`config.mk`:
```
export PLATFORM = sky130hd
export DESIGN_NAME = rf_write_arbiter_flat
export DESIGN_NICKNAME = d
export VERILOG_FILES = /design/src/rtl/rf_write_arbiter_if.sv /design/src/rtl/rf_write_arbiter.sv /design/src/flat_wrapper.sv
export SDC_FILE = /design/constraint.sdc
export NUM_CORES = 1
export LEC_CHECK = 0
export ABC_AREA = 0
export BUFFER_PORTS_ARGS = -buffer_cell sky130_fd_sc_hd__buf_2
export CORE_ASPECT_RATIO = 1.75
export CORE_MARGIN = 4
export CORE_UTILIZATION = 49
export CTS_CLUSTER_DIAMETER = 50
export CTS_CLUSTER_SIZE = 28
export DETAILED_ROUTE_END_ITERATION = 16
export MAX_ROUTING_LAYER = met4
export PLACE_DENSITY = 0.78
export SYNTH_ARGS = -nofsm -noshare
export SYNTH_HDL_FRONTEND = slang
export SYNTH_SLANG_ARGS = --single-unit
export TNS_END_PERCENT = 20
```
`constraint.sdc`:
```
create_clock -name clk -period 1.4 [get_ports clk]
set_clock_uncertainty 0.05 [all_clocks]
set_input_delay 0.07 -clock clk [delete_from_list [all_inputs] [get_ports clk]]
set_output_delay 0.07 -clock clk [all_outputs]
set_load 0.02 [all_outputs]
```
`src/rtl/rf_write_arbiter_if.sv`:
```
// ---------------------------------------------------------------------------
// rf_write_arbiter_if
// Bundles the two write-request channels, the grant/status outputs and the
// read port of rf_write_arbiter.
//   req0/req1     : write requests, held until granted
//   addr0/addr1   : target register per requester
//   wdata0/wdata1 : write data per requester
//   gnt0/gnt1     : one-cycle grant pulses
//   busy          : high while a write is being granted
//   rd_addr       : read address
//   rd_data       : combinational read data
//   wr_count      : committed write count (8 bit, wrapping)
// ---------------------------------------------------------------------------
interface rf_write_arbiter_if #(
   parameter int DATA_W = 8,
   parameter int DEPTH  = 4
);
   localparam int AW = $clog2(DEPTH);

   logic              req0;
   logic              req1;
   logic [AW-1:0]     addr0;
   logic [AW-1:0]     addr1;
   logic [DATA_W-1:0] wdata0;
   logic [DATA_W-1:0] wdata1;
   logic              gnt0;
   logic              gnt1;
   logic              busy;
   logic [AW-1:0]     rd_addr;
   logic [DATA_W-1:0] rd_data;
   logic [7:0]        wr_count;

   modport master (
      output req0, req1, addr0, addr1, wdata0, wdata1, rd_addr,
      input  gnt0, gnt1, busy, rd_data, wr_count
   );

   modport slave (
      input  req0, req1, addr0, addr1, wdata0, wdata1, rd_addr,
      output gnt0, gnt1, busy, rd_data, wr_count
   );
endinterface

```
`src/rtl/rf_write_arbiter.sv`:
```
// ---------------------------------------------------------------------------
// rf_write_arbiter
// Two-requester round-robin write arbiter in front of a small register file.
// A request seen in IDLE is latched (index, address, data) and the FSM moves
// to GRANT; the grant cycle drives the winner's gnt and the write commits on
// the edge that leaves GRANT. One write per two cycles at most.
//   clk   : rising-edge clock
//   rst_n : asynchronous active-low reset
//   bus   : rf_write_arbiter_if slave modport (requests, grants, read port)
// ---------------------------------------------------------------------------
module rf_write_arbiter #(
   parameter int DATA_W = 8,
   parameter int DEPTH  = 4
) (
   input  logic           clk,
   input  logic           rst_n,
   rf_write_arbiter_if.slave bus
);
   localparam int AW = $clog2(DEPTH);

   typedef enum logic {IDLE = 1'b0, GRANT = 1'b1} state_t;

   state_t            state_q, state_d;
   logic              sel_q, sel_d;
   logic [AW-1:0]     addr_q, addr_d;
   logic [DATA_W-1:0] data_q, data_d;
   logic              last_win_q, last_win_d;
   logic [7:0]        wr_count_q, wr_count_d;
   logic [DATA_W-1:0] regs_q [DEPTH];
   logic [DATA_W-1:0] regs_d [DEPTH];

   logic              winner;
   logic              gnt0, gnt1, busy;

   // State register (FSM plus all datapath storage)
   always_ff @(posedge clk or negedge rst_n) begin
      if (!rst_n) begin
         state_q    <= IDLE;
         sel_q      <= 1'b0;
         addr_q     <= '0;
         data_q     <= '0;
         last_win_q <= 1'b1;   // requester 0 wins the first contention
         wr_count_q <= 8'd0;
         for (int i = 0; i < DEPTH; i++) regs_q[i] <= '0;
      end else begin
         state_q    <= state_d;
         sel_q      <= sel_d;
         addr_q     <= addr_d;
         data_q     <= data_d;
         last_win_q <= last_win_d;
         wr_count_q <= wr_count_d;
         for (int i = 0; i < DEPTH; i++) regs_q[i] <= regs_d[i];
      end
   end

   // Under contention the requester not served last wins; otherwise the
   // sole active requester (req1 low means requester 0).
   assign winner = (bus.req0 && bus.req1) ? ~last_win_q : bus.req1;

   // Next-state logic
   always_comb begin
      state_d    = state_q;
      sel_d      = sel_q;
      addr_d     = addr_q;
      data_d     = data_q;
      last_win_d = last_win_q;
      wr_count_d = wr_count_q;
      for (int i = 0; i < DEPTH; i++) regs_d[i] = regs_q[i];

      case (state_q)
         IDLE: begin
            if (bus.req0 || bus.req1) begin
               state_d = GRANT;
               sel_d   = winner;
               addr_d  = winner ? bus.addr1  : bus.addr0;
               data_d  = winner ? bus.wdata1 : bus.wdata0;
            end
         end
         GRANT: begin
            // Commit uses only latched values, so input changes during the
            // grant cycle cannot disturb the write.
            regs_d[addr_q] = data_q;
            last_win_d     = sel_q;
            wr_count_d     = wr_count_q + 8'd1;
            state_d        = IDLE;
         end
         default: state_d = IDLE;
      endcase
   end

   // Output logic
   always_comb begin
      busy = (state_q == GRANT);
      gnt0 = busy && !sel_q;
      gnt1 = busy &&  sel_q;
   end

   assign bus.busy     = busy;
   assign bus.gnt0     = gnt0;
   assign bus.gnt1     = gnt1;
   assign bus.wr_count = wr_count_q;
   assign bus.rd_data  = regs_q[bus.rd_addr];
endmodule

```
`src/flat_wrapper.sv`:
```
// flat-port wrapper written by rule: the top's interface ports become plain ports
module rf_write_arbiter_flat 
#(
   parameter int DATA_W = 8,
   parameter int DEPTH  = 4
)
  (clk, rst_n, bus_req0, bus_req1, bus_addr0, bus_addr1, bus_wdata0, bus_wdata1, bus_rd_addr, bus_gnt0, bus_gnt1, bus_busy, bus_rd_data, bus_wr_count);
  rf_write_arbiter_if #(.DATA_W(DATA_W), .DEPTH(DEPTH)) bus_i ();
  input  logic clk;
  input  logic rst_n;
  input wire logic [$bits(bus_i.req0)-1:0] bus_req0;
  input wire logic [$bits(bus_i.req1)-1:0] bus_req1;
  input wire logic [$bits(bus_i.addr0)-1:0] bus_addr0;
  input wire logic [$bits(bus_i.addr1)-1:0] bus_addr1;
  input wire logic [$bits(bus_i.wdata0)-1:0] bus_wdata0;
  input wire logic [$bits(bus_i.wdata1)-1:0] bus_wdata1;
  input wire logic [$bits(bus_i.rd_addr)-1:0] bus_rd_addr;
  output wire logic [$bits(bus_i.gnt0)-1:0] bus_gnt0;
  output wire logic [$bits(bus_i.gnt1)-1:0] bus_gnt1;
  output wire logic [$bits(bus_i.busy)-1:0] bus_busy;
  output wire logic [$bits(bus_i.rd_data)-1:0] bus_rd_data;
  output wire logic [$bits(bus_i.wr_count)-1:0] bus_wr_count;
  assign bus_i.req0 = bus_req0;
  assign bus_i.req1 = bus_req1;
  assign bus_i.addr0 = bus_addr0;
  assign bus_i.addr1 = bus_addr1;
  assign bus_i.wdata0 = bus_wdata0;
  assign bus_i.wdata1 = bus_wdata1;
  assign bus_i.rd_addr = bus_rd_addr;
  assign bus_gnt0 = bus_i.gnt0;
  assign bus_gnt1 = bus_i.gnt1;
  assign bus_busy = bus_i.busy;
  assign bus_rd_data = bus_i.rd_data;
  assign bus_wr_count = bus_i.wr_count;
  rf_write_arbiter #(.DATA_W(DATA_W), .DEPTH(DEPTH)) u_core (.clk(clk), .rst_n(rst_n), .bus(bus_i));
endmodule
```
==> run metrics, run 1 <==
EDFF count, synth=0; Final Cycle Share=104.4%; post-route antenna net violation count=0; switching power of the nets=1810 uW; most instantiated cells after synthesis=dfrtp_1 (52), mux2_2 (34), nand2_1 (22), nor2_1 (12), a31oi_1 (10); Fill cells=between 300 and 400; Mean Syn Cell Area=between 10 and 15 um2; Crit. End Element=output port; Critical Path Start Type=register; clock root buffer master=clkbuf_8; Post-route DRC=0; Starting Density=around half; outcome=finished with violations; I/O pins=45; drt pass-1 iters=4; worst skew pair latency=about 0.31 ns; M3 GR Usage=between 3 and 4%; Synth area leaders=dfrtp_1 (56%), mux2_2 (16%), mux4_2 (7.7%); reg2reg start=u_core.addr_q[1]; met2 usage=between 30% and 40%; initial antenna violation count=0; unrepaired setup endpoints after global routing=true; Cell Pwr Density=between 1500 and 2000 nW/um2; vias in the first global route=1781; setup slack, reg-to-reg=approximately 0.03 ns; Lkg Pwr=0.001352 uW; Mapped Cells=170; clock-pin transition on the worst setup and hold timing paths=about 0.10 ns; final setup fails=8; final worst slack=-0.06098 ns; CTS tree=yes; layout cells sized above 1=45.23%; Die Area=about 6000 um2; CP Max Fanout=2; Post-CTS Setup Repair Bufs=0; internal power=3750 uW; Top FF cell, synth=dfrtp_1; Antenna Cells=0; Bufs on Longest Clock Path=2; switching part of the total=around 33%; GP Congestion=around 0.8; HP Class=in2reg; Synth top area share=a little under three fifths; most common cell in the netlist=dfrtp_1; CTS Buf Count=5; Slew @ Worst Pin=roughly 0.43 ns; hold path depth=4; area leader, netlist=dfrtp_1; clock share of power=16.7%; slew margin rel.=71.55%; Min-Delay Endpoint=u_core.addr_q[0]; sequential cell fraction of total power=about half; final hold vios=0; standard-cell row count=33; Placed Cells=264; fin cells=between 200 and 300; Setup WS pre-CTS=about 0.011 ns; Async SR Flop Fraction=100.0%; total power=around 5600 uW; Hold Path Origin=bus_req0; post-layout min period=around 1.5 ns; # nets final=267; Vias=1634; H-tree depth=2; critical path required time=about 1.3 ns; FF-to-FF path depth=3; Maximum Capacitance Violations=0; DP HPWL=~3400 um; reg2reg end=u_core.regs_q[30]; global route overflow=0; sequential area share after synthesis=between 50% and 60%; met1 Use GR=23.16%; Via-to-Cell Ratio=approximately 5.6; GRT Total Usage=19.00%; largest net degree at the start of global routing=29; Achievable Freq=about 0.68 GHz; Seq cells post-synth=between 50 and 60; synthesized area=roughly 2300 um2; Arrival @ worst endpoint=around 1.3 ns; Ys Warns=0; Peak VDD IR=about 1.2 mV; core area=roughly 4700 um2; drt total wl=slightly below 5000 um; die height=99.29 um; number of I/O port buffers=44; Pins Over Slew Limit=0; Post-Syn Nets=around 200; Sink Count=between 50 and 60; failing checks=negative setup slack; logic gate share of total power=about a third; initial DRC count=57; Syn-to-layout area delta=29.28%; critical path class=reg2out; routed len/inst=16.81 um; post-synthesis cell type count=26; total negative slack=-0.3166 ns; Most Crowded Layer GR=met2; Die Wd=around 60 um; Finished Core Util=64.66%; first-pass GRT wire length=a little over 8000 um
==> cell usage in the layout (no fill, tap or decap) <==
cell,synthesis,layout
a21bo_2,1,1
and3_1,1,1
mux2_4,0,1
buf_2,4,39
xor2_1,3,3
nand3b_2,2,1
ha_1,1,1
a31oi_1,10,10
a21boi_4,0,1
and2_1,1,1
inv_1,1,1
nand3b_4,0,1
nand4_1,4,4
buf_4,1,2
o22ai_1,1,1
nor3b_4,1,1
buf_12,0,3
dlygate4sd3_1,0,21
dfrtp_1,52,50
clkinv_2,0,1
o21ba_2,1,1
xnor2_1,4,4
dfstp_2,1,1
nand3_2,1,1
buf_6,1,5
nor2b_1,1,1
mux2_2,34,33
mux4_2,8,8
nand2_1,22,22
nor2_1,12,12
dfrtp_2,0,2
clkbuf_8,0,7
==> flip-flops by register name, indices dropped and copies added (netlist names) <==
name and cells:
u_core.bus.wr_count 8, u_core.bus.busy 1, u_core.regs_q 32, u_core.data_q 8, u_core.addr_q 2, u_core.sel_q 1
u_core.last_win_q 1
==> worst max-delay path: stages (launching register included) <==
cell and delay (ns):
dfrtp_1 0.39, mux4_2 0.50, buf_6 0.15
==> repair_timing <==
| action | CTS | global route |
|---|---|---|
| endpoints found under the setup margin | 9 | 20 |
| hold buffers | 21 | 0 |
| gates resized for setup | 2 | 12 |
| endpoints found under the hold margin | 53 | 0 |
==> per-layer routing <==
metal	share of wire [%]	vias up
met5	0	-
met4	1.6	0
met3	6.6	7
met2	53	56
met1	39	824
li1	-	747
==> cells by family (layout without fill, tap and decap cells) <==
| kind of cell | after synthesis | in the layout | share of synthesized area (%) |
|---|---|---|---|
| AOI/OAI and AO/OA | 14 | 14 | 4.290 |
| xor gates and xnor gates | 7 | 7 | 2.627 |
| adders and majority gates | 1 | 1 | 0.5361 |
| buffers and inverters | 8 | 79 | 1.984 |
| DFF | 53 | 53 | 56.89 |
| muxes | 42 | 42 | 24.13 |
| and+or+nand+nor | 45 | 45 | 9.545 |
==> power groups by stage <==
stage	logic, uW	registers (uW)	clock network (uW)
floorplan	1230	2660	0
global placement	1760	2660	0
detailed placement	1820	2700	0
CTS	1880	2660	948
global route	2120	2770	1010
finish	1960	2670	926
==> stage by stage <==
step	hold WS (ns)	instance area, um2
CTS	0.1611	2970
detailed placement	-0.02159	2653
global route	0.1576	3017
finish	0.1352	3017
floorplan	-0.2756	2335
global placement	-0.02421	2653
==> final cells by class <==
type                       instances  area (um2)  area share (%)
sequential                        53        1330           44.09
multi-input combinational        109       979.7           32.48
timing repair buffer              70       536.8           17.79
clock buffer                       7       96.34           3.194
tap                               52       65.06           2.157
clock inverter                     1       5.005          0.1659
inverter                           1       3.754          0.1244
==> worst max-delay path by stage <==
| stage | from | end | slack (ns) | depth (start not counted) |
|---|---|---|---|---|
| final | u_core.regs_q[6] | bus_rd_data[6] | -0.06 | 2 |
| after global routing | u_core.regs_q[6] | bus_rd_data[6] | -0.09 | 2 |
| after CTS | u_core.regs_q[6] | bus_rd_data[6] | -0.07 | 2 |
| after detailed placement | u_core.addr_q[0] | u_core.regs_q[12] | 0.01 | 2 |
| after global placement | u_core.addr_q[0] | u_core.regs_q[14] | 0.05 | 2 |
| after floorplan | u_core.bus.busy | u_core.regs_q[24] | -0.01 | 3 |
No activity file was read; power rests on OpenSTA's default activity.
==> run 2: changes to the inputs <==
--- a/config.mk
+++ b/config.mk
@@ -7,14 +7,17 @@
 export LEC_CHECK = 0
 export ABC_AREA = 0
 export BUFFER_PORTS_ARGS = -buffer_cell sky130_fd_sc_hd__buf_2
+export CELL_PAD_IN_SITES_DETAIL_PLACEMENT = 0
+export CELL_PAD_IN_SITES_GLOBAL_PLACEMENT = 2
 export CORE_ASPECT_RATIO = 1.75
 export CORE_MARGIN = 4
-export CORE_UTILIZATION = 49
+export CORE_UTILIZATION = 33
 export CTS_CLUSTER_DIAMETER = 50
 export CTS_CLUSTER_SIZE = 28
 export DETAILED_ROUTE_END_ITERATION = 16
+export GPL_ROUTABILITY_DRIVEN = 1
 export MAX_ROUTING_LAYER = met4
-export PLACE_DENSITY = 0.78
+export PLACE_DENSITY = 0.77
 export SYNTH_ARGS = -nofsm -noshare
 export SYNTH_HDL_FRONTEND = slang
 export SYNTH_SLANG_ARGS = --single-unit
==> run metrics, run 2 (synthesis gave the netlist of run 1 again) <==
worst setup path end=bus_rd_data[5]; critical path, cell by cell=mux4_2 > buf_6; clock root buffer master=clkbuf_16; Lkg Pwr=0.001368 uW (+1.2%); layout cells sized above 1=46.53% (+1.3 points); Critical Path Start Type=register; Crit. End Element=output port; Starting Density=34.03% (-16 points); critical path depth=2 (unchanged); number of I/O port buffers=44 (unchanged); GRT Total Usage=13.15% (-5.8 points); slew margin rel.=74.18% (+2.6 points); Die Wd=71.57 um (+19%); Syn-to-layout area delta=32.49%; CP max-delay cell=mux4_2; commonest non-fill, non-tap cell in the layout=dfrtp_1; Achievable Freq=0.6964 GHz (+1.7%); # nets final=271 (+1.5%); Cell Pwr Density=1884 nW/um2 (+2.2%); Pins Over Slew Limit=0 (unchanged); Sink Count=53 (unchanged); fin cells=329 (+12%); Maximum Capacitance Violations=0 (unchanged); register area=1331 um2 (about the same); CTS Buf Count=5 (unchanged); critical path required time=1.28 ns (about the same); post-layout min period=1.436 ns (-0.02505 ns); global route overflow=0 (unchanged); die height=119.2 um (+20%); delay-heaviest family, CP=multiplexers; CTS tree=yes; critical path class=reg2out; drt total wl=4928 um (about the same); Fill cells=643 (+76%); Multi-input gate area=959.7 um2 (-2.0%); Post-route DRC=0 (unchanged); setup slack, reg-to-reg=0.02 ns (about the same); H-tree depth=2 (unchanged); Bufs on Longest Clock Path=2 (unchanged); DP HPWL=3541 um (+4.9%); Peak VDD IR=0.8601 mV (-25%); worst skew pair latency=0.29 ns (-0.02 ns); failing checks=negative setup slack; unrepaired setup endpoints after global routing=true; outcome=finished with violations; Critical Path Max Stage Delay=0.49 ns (about the same); Worst Setup SP=u_core.regs_q[5]; buffers plus inverters on the worst setup path=1 (unchanged); post-route antenna net violation count=0 (unchanged); final hold vios=0 (unchanged); vias in the first global route=1715 (-3.7%); Antenna Cells=0 (unchanged); HP Class=in2async; drt pass-1 iters=4 (unchanged); Die Area=8533 um2 (+43%); final setup fails=8 (unchanged); Final Cycle Share=102.6% (-1.8 points); I/O pins=45 (unchanged); Via-to-Cell Ratio=4.736 (-15%); routed len/inst=14.98 um (-11%); FF-to-FF path depth=5 (+2); Vias=1558 (-4.7%); clock-pin transition on the worst setup and hold timing paths=0.07 ns (-0.03 ns); most frequent cells in the layout=dfrtp_1 (49), buf_2 (42), mux2_2 (34); max reg flops=32 (unchanged); standard-cell row count=40 (+21%); Slew @ Worst Pin=0.3873 ns (-0.03948 ns); Finished Core Util=45.09% (-20 points); final worst slack=-0.03593 ns (+0.02505 ns); total power=5824 uW (+4.8%); CP Max Fanout=2 (unchanged); GP Congestion=0.7286 (-8.7%); largest register by flop count=u_core.regs_q; core area=6857 um2 (+47%); first-pass GRT wire length=8611 um (+5.0%); reg2reg start=u_core.bus.busy; reg2reg end=u_core.addr_q[0]; largest net degree at the start of global routing=31 (+6.9%); initial DRC count=24 (-58%); initial antenna violation count=0 (unchanged); Arrival @ worst endpoint=1.32 ns (-0.02 ns); Placed Cells=298 (+13%)
==> run 2: changes by cell type in the layout (fill, tap and decap cells not counted), sizes merged <==
cell	change
buf	+4
clkbuf	-1
clkinv	+1
==> run 2: timing repair <==
item | 4_1_cts | 5_1_grt
endpoints found under the hold margin | 62 | 0
hold buffers | 21 | 0
endpoints found under the setup margin | 16 | 24
resized for setup | 6 | 2
buffers inserted | 0 | 2
pin swaps | 0 | 1
==> run 2: where the power goes <==
group | switching (uW) | internal (uW) | total, uW
Combinational | 832 | 1080 | 1910
Clock | 536 | 712 | 1250
Sequential | 468 | 2200 | 2670
==> run 2: cell type report <==
class | count | area share (%)
Sequential cell | 53 | 43.06
Tap cell | 84 | 3.399
Inverter | 1 | 0.1214
Timing Repair Buffer | 74 | 17.44
Multi-Input combinational cell | 109 | 31.04
Clock buffer | 6 | 4.492
Clock inverter | 2 | 0.4452
==> run 2: how the worst min path moves through the flow <==
stage / to / slack (ns) / depth (start not counted)
3_5_place_dp: u_core.bus.wr_count[5] / -0.19 / 1
5_1_grt: u_core.bus.wr_count[5] / 0.07 / 2
6_report: u_core.bus.wr_count[5] / 0.04 / 2
3_3_place_gp: u_core.bus.wr_count[5] / -0.19 / 1
4_1_cts: u_core.bus.wr_count[5] / 0.04 / 2
2_1_floorplan: u_core.addr_q[0] / -0.28 / 0
==> run 2: layer usage <==
layer	GRT usage, %	wire [um]
met2	21.66	2637
met5	-	0
met1	15.91	2048
met3	1.774	147
met4	5.647	95
==> run 2: through the flow <==
stage | hold slack (ns) | instance area, um2 | setup TNS, ns | worst slack [ns]
2_1_floorplan | -0.2756 | 2335 | -0.1031 | -0.01289
4_1_cts | 0.03974 | 3077 | -0.3637 | -0.05833
5_1_grt | 0.07300 | 3092 | -1.425 | -0.08694
3_5_place_dp | -0.1879 | 2695 | 0 | 0.005727
3_3_place_gp | -0.1879 | 2695 | 0 | 0.02153
6_report | 0.04246 | 3092 | -0.1734 | -0.03593
